<file path="src/rtl/minterm_sweeper_if.sv">
// +--------------------------------------------------------------------------+
// | minterm_sweeper_if : control/observation bundle for minterm_sweeper      |
// | Rev 1.0                                                                  |
// +--------------------------------------------------------------------------+
`default_nettype none

interface minterm_sweeper_if #(
    parameter int N_IN = 4
);
    logic                   tt_we;
    logic [(1<<N_IN)-1:0]   tt_din;
    logic [N_IN-1:0]        eval_in;
    logic                   f_comb;
    logic                   start;
    logic                   gray;
    logic                   abort;
    logic                   busy;
    logic [N_IN-1:0]        vec;
    logic                   f;
    logic                   vec_vld;
    logic [N_IN:0]          ones_cnt;
    logic                   done;

    modport master (
        output tt_we, tt_din, eval_in, start, gray, abort,
        input  f_comb, busy, vec, f, vec_vld, ones_cnt, done
    );

    modport slave (
        input  tt_we, tt_din, eval_in, start, gray, abort,
        output f_comb, busy, vec, f, vec_vld, ones_cnt, done
    );
endinterface

`default_nettype wire

</file>
<file path="src/rtl/minterm_sweeper.sv">
// +--------------------------------------------------------------------------+
// | minterm_sweeper : loadable truth table with exhaustive binary/Gray sweep |
// | Rev 1.0                                                                  |
// +--------------------------------------------------------------------------+
`default_nettype none

module minterm_sweeper #(
    parameter int N_IN     = 4,
    parameter int HOLD_CYC = 1
) (
    input  logic              clk,
    input  logic              rst_n,
    minterm_sweeper_if.slave  bus
);
    localparam int DEPTH = 1 << N_IN;
    localparam int HW    = (HOLD_CYC > 1) ? $clog2(HOLD_CYC) : 1;
    localparam logic [HW-1:0]   HOLD_LAST = HW'(HOLD_CYC - 1);
    localparam logic [N_IN-1:0] IDX_LAST  = {N_IN{1'b1}};

    typedef enum logic [1:0] {
        S_IDLE = 2'd0,
        S_RUN  = 2'd1,
        S_DONE = 2'd2
    } state_t;

    state_t            state_q, state_d;
    logic [DEPTH-1:0]  tt_q, tt_d;
    logic [N_IN-1:0]   idx_q, idx_d;
    logic [HW-1:0]     hold_q, hold_d;
    logic              gray_q, gray_d;
    logic [N_IN-1:0]   vec_q, vec_d;
    logic              f_q, f_d;
    logic              vld_q, vld_d;
    logic [N_IN:0]     ones_q, ones_d;

    logic [DEPTH-1:0]  tt_eff;
    logic [N_IN-1:0]   idx_inc;
    logic [N_IN-1:0]   vec_inc;

    // A write in the same cycle as start must already be visible to vector 0.
    assign tt_eff  = bus.tt_we ? bus.tt_din : tt_q;
    assign idx_inc = idx_q + N_IN'(1);
    assign vec_inc = gray_q ? (idx_inc ^ (idx_inc >> 1)) : idx_inc;

    always_comb begin
        state_d = state_q;
        tt_d    = tt_q;
        idx_d   = idx_q;
        hold_d  = hold_q;
        gray_d  = gray_q;
        vec_d   = vec_q;
        f_d     = f_q;
        vld_d   = 1'b0;
        ones_d  = ones_q;
        case (state_q)
            S_IDLE: begin
                if (bus.tt_we) begin
                    tt_d = bus.tt_din;
                end
                if (bus.start) begin
                    state_d = S_RUN;
                    gray_d  = bus.gray;
                    idx_d   = '0;
                    hold_d  = '0;
                    vec_d   = '0;
                    f_d     = tt_eff[0];
                    vld_d   = 1'b1;
                    ones_d  = (N_IN+1)'(tt_eff[0]);
                end
            end
            S_RUN: begin
                if (bus.abort) begin
                    state_d = S_IDLE;
                end else if (hold_q == HOLD_LAST) begin
                    if (idx_q == IDX_LAST) begin
                        state_d = S_DONE;
                    end else begin
                        idx_d  = idx_inc;
                        hold_d = '0;
                        vec_d  = vec_inc;
                        f_d    = tt_q[vec_inc];
                        vld_d  = 1'b1;
                        ones_d = ones_q + (N_IN+1)'(tt_q[vec_inc]);
                    end
                end else begin
                    hold_d = hold_q + HW'(1);
                end
            end
            S_DONE: begin
                state_d = S_IDLE;
            end
            default: begin
                state_d = S_IDLE;
            end
        endcase
    end

    always_ff @(posedge clk) begin
        if (!rst_n) begin
            state_q <= S_IDLE;
            tt_q    <= '0;
            idx_q   <= '0;
            hold_q  <= '0;
            gray_q  <= 1'b0;
            vec_q   <= '0;
            f_q     <= 1'b0;
            vld_q   <= 1'b0;
            ones_q  <= '0;
        end else begin
            state_q <= state_d;
            tt_q    <= tt_d;
            idx_q   <= idx_d;
            hold_q  <= hold_d;
            gray_q  <= gray_d;
            vec_q   <= vec_d;
            f_q     <= f_d;
            vld_q   <= vld_d;
            ones_q  <= ones_d;
        end
    end

    assign bus.f_comb   = tt_q[bus.eval_in];
    assign bus.busy     = (state_q == S_RUN);
    assign bus.done     = (state_q == S_DONE);
    assign bus.vec      = vec_q;
    assign bus.f        = f_q;
    assign bus.vec_vld  = vld_q;
    assign bus.ones_cnt = ones_q;
endmodule

`default_nettype wire

</file>
<file path="src/flat_wrapper.sv">
// flat-port wrapper written by rule: the top's interface ports become plain ports
module minterm_sweeper_flat 
#(
    parameter int N_IN     = 4,
    parameter int HOLD_CYC = 1
)
  (clk, rst_n, bus_tt_we, bus_tt_din, bus_eval_in, bus_start, bus_gray, bus_abort, bus_f_comb, bus_busy, bus_vec, bus_f, bus_vec_vld, bus_ones_cnt, bus_done);
  minterm_sweeper_if #(.N_IN(N_IN)) bus_i ();
  input  logic clk;
  input  logic rst_n;
  input wire logic [$bits(bus_i.tt_we)-1:0] bus_tt_we;
  input wire logic [$bits(bus_i.tt_din)-1:0] bus_tt_din;
  input wire logic [$bits(bus_i.eval_in)-1:0] bus_eval_in;
  input wire logic [$bits(bus_i.start)-1:0] bus_start;
  input wire logic [$bits(bus_i.gray)-1:0] bus_gray;
  input wire logic [$bits(bus_i.abort)-1:0] bus_abort;
  output wire logic [$bits(bus_i.f_comb)-1:0] bus_f_comb;
  output wire logic [$bits(bus_i.busy)-1:0] bus_busy;
  output wire logic [$bits(bus_i.vec)-1:0] bus_vec;
  output wire logic [$bits(bus_i.f)-1:0] bus_f;
  output wire logic [$bits(bus_i.vec_vld)-1:0] bus_vec_vld;
  output wire logic [$bits(bus_i.ones_cnt)-1:0] bus_ones_cnt;
  output wire logic [$bits(bus_i.done)-1:0] bus_done;
  assign bus_i.tt_we = bus_tt_we;
  assign bus_i.tt_din = bus_tt_din;
  assign bus_i.eval_in = bus_eval_in;
  assign bus_i.start = bus_start;
  assign bus_i.gray = bus_gray;
  assign bus_i.abort = bus_abort;
  assign bus_f_comb = bus_i.f_comb;
  assign bus_busy = bus_i.busy;
  assign bus_vec = bus_i.vec;
  assign bus_f = bus_i.f;
  assign bus_vec_vld = bus_i.vec_vld;
  assign bus_ones_cnt = bus_i.ones_cnt;
  assign bus_done = bus_i.done;
  minterm_sweeper #(.N_IN(N_IN), .HOLD_CYC(HOLD_CYC)) u_core (.clk(clk), .rst_n(rst_n), .bus(bus_i));
endmodule
</file>
<file path="config.mk">
export PLATFORM = sky130hd
export DESIGN_NAME = minterm_sweeper_flat
export DESIGN_NICKNAME = d
export VERILOG_FILES = /design/src/rtl/minterm_sweeper_if.sv /design/src/rtl/minterm_sweeper.sv /design/src/flat_wrapper.sv
export SDC_FILE = /design/constraint.sdc
export NUM_CORES = 1
export LEC_CHECK = 0
export ABC_AREA = 1
export CAP_MARGIN = 20
export CORE_MARGIN = 2
export CORE_UTILIZATION = 51
export DETAILED_ROUTE_END_ITERATION = 12
export GPL_TIMING_DRIVEN = 1
export MAX_ROUTING_LAYER = met4
export PLACE_DENSITY = 0.8
export SLEW_MARGIN = 20
export SYNTH_ARGS = -nofsm -noshare
export SYNTH_HDL_FRONTEND = slang
export SYNTH_SLANG_ARGS = --single-unit
</file>
<file path="constraint.sdc">
create_clock -name clk -period 4.2 [get_ports clk]
set_input_delay 0.63 -clock clk [delete_from_list [all_inputs] [get_ports clk]]
set_output_delay 0.63 -clock clk [all_outputs]
set_load 0.01 [all_outputs]
</file>
==> run metrics <==
CTS tree=built; Post-synth ARST share=0%; number of max-cap violations=0; Clock Path Buffers=2; Pins Over Slew Limit=0; critical-path cell list=clkdlybuf4s50_1, a21oi_1, o21ai_0, nand3_1, nand2_1, o21ai_0, clkdlybuf4s50_1; Pwr Density=about 290 nW/um2; worst hold margin=roughly 0.47 ns; CTS Buf Count=5; Core Rows=21; pin count of the biggest net entering global routing=28; clock slew at reported path FFs=approximately 0.090 ns; Setup Total Neg Slack=0 ns; Synth Register Bits=33; Crit Path Category=in2out; Net Count, Synth=282; Critical Path Max Stage Delay=0.63 ns; worst vdd ir=just under 0.0002 V; I/O Pins=40; IO Port Bufs=39; Buf/Inv on CP=2; NumNets Final=321; gpl congestion=0.8317; fin crit share=between 70% and 80%; clock insertion delay at the later pin of the skew report=0.33 ns; Yosys warning total=0; required time of the critical path=approximately 3.6 ns; R2R Setup Slk=between 1.5 and 2 ns; antenna violations before repair=0; via count=1,674; Chip Height=about 64 um; Fin Clk Skew=0.002784 ns; fillers=304; Setup-failing EPs final=0; EDFF count, synth=0; Synth cell types=31; ANT nets after route=0; Main synth FF type=dfxtp_1; final worst slack=around 1.1 ns; register area share after synthesis=between 30% and 40%; fmax=around 330 MHz; Routed Wire Length=3754 um; post-cts resize count=0; vias in the first global route=around 1,500; HPWL Detailed=~2900 um; crit start category=input pin; Mapped Cells=around 250; leakage=just under 1 nW; DRT iter0 DRCs=63; area grow syn2layout=25.63%; n_diodes=0; first-pass iteration count of the detailed router=4; synthesized area per cell=7.215 um2; clk root buf=clkbuf_4; RSZ-0062 raised after global routing=false; die area=just over 4000 um2; final hold viol count=0; vias per std cell=4.953; Avg WL per Cell=around 11 um; Tmin final=3.076 ns; Crit Path Max Fanout=15; first-pass GRT wire length=6541 um; core box area=3390 um2; worst hold path type=reg2reg; outcome=completed; H-tree depth=2; arrival time at the worst endpoint=about 2.5 ns; dpl ws=1.143 ns; clk sinks=33; CTS Hold Bufs=0; drt drc=0; share of layout cells above drive strength 1=about an eighth; total grt overflow=0; placed insts=331; setup bufs post-CTS=0; critical path endpoint category=output port; crit path max-delay cell type=clkdlybuf4s50_1; chip width=approximately 64 um; Cell Area, Synth=approximately 1800 um2; Slew HR=52.69%; Crit path max-delay family=buffers and inverters; Non-Filler Instances=approximately 340; initial core utilization=between 50% and 60%; Final Util=about two thirds; Slew @ Worst Pin=0.7080 ns; GR Util All Layers=between 20% and 30%
==> cells by family after synthesis <==
logic type,Yosys count,synth area share (%)
buffers and inverters,38,8.566
muxes,1,0.5483
AOI/OAI and AO/OA,63,18.30
and+or+nand+nor,115,34.34
adders and majority gates,3,2.056
DFF,33,36.19
==> path summary, 6_finish.rpt <==
path | cells after the start | end | start
hold / removal | 2 | u_core.bus.vec[1] | u_core.bus.vec[1]
hold reg to reg | 2 | u_core.bus.vec[1] | u_core.bus.vec[1]
setup reg to reg | 19 | u_core.bus.ones_cnt[4] | u_core.idx_q[0]
setup / recovery | 7 | bus_f_comb | bus_eval_in[0]
==> per-stage QoR <==
step	cell area (um2)	total power, mW
after floorplan	1826	0.4365
after global placement	2238	0.4871
after detailed placement	2238	0.4893
after CTS	2293	0.6662
after global routing	2293	0.7069
final	2293	0.6586
==> cells in the mapped netlist (all sizes together), types with 3 or more instances <==
cell | number | share of area [%]
inv | 30 | 6.4
o21ai | 31 | 8.7
nand3 | 18 | 5.8
buf | 3 | 1.1
nor2 | 26 | 9.3
ha | 3 | 2.1
a21oi | 28 | 7.9
o211ai | 3 | 1.2
clkbuf | 4 | 0.82
nand4 | 3 | 1.4
nand2 | 63 | 16
dfxtp | 33 | 36
==> tightest hold or removal path, cell delays in order, from the launching register on <==
cell,delay [ns]
dfxtp_1,0.32
nand2_1,0.06
a21oi_1,0.05
==> cell type report <==
class | instances | area (um2) | share of cell area, %
clock buffers | 7 | 55.05 | 2.400
repair buffers | 39 | 390.4 | 17.02
inverters | 31 | 121.4 | 5.292
multi-input cells | 182 | 1008 | 43.97
flip-flops and latches | 33 | 660.6 | 28.81
well taps | 46 | 57.56 | 2.510
==> where the power goes <==
group          switching, mW  internal, mW
Combinational         0.0753        0.0630
Sequential            0.0128         0.331
Clock                 0.0977        0.0789
==> state kept, by name, indices dropped and copies added, names as in the netlist <==
register	count
u_core.bus.f	1
u_core.state_q	2
u_core.bus.vec_vld	1
u_core.gray_q	1
u_core.bus.ones_cnt	5
u_core.bus.vec	3
u_core.tt_q	16
u_core.idx_q	4
==> layer usage <==
metal  track usage [%]  share of wire, %  up-vias  routed length, um
met1             25.72                48      720               1790
met3             6.690               5.0        5                189
met5                 -                 0        -                  0
met2             32.68                46       43               1732
met4             5.978               1.1        0                 41
li1                  -                 -      906                  -
==> layout by cell type, fill, tap and decap left out, types with 2 or more instances in the layout <==
cell type,synthesis,layout
nand2_1,49,49
clkdlybuf4s50_1,0,39
dfxtp_1,33,33
o21ai_0,29,29
a21oi_1,27,27
inv_1,23,23
nor2_1,21,21
nand3_1,15,15
nand2_2,10,10
inv_2,6,6
clkbuf_4,0,5
nand2_4,4,4
nor2_8,4,4
nand3_2,3,3
o211ai_1,3,3
ha_1,3,3
nand4_1,2,2
nor3_1,2,2
Note: power is estimated with default switching activity, not from simulation.
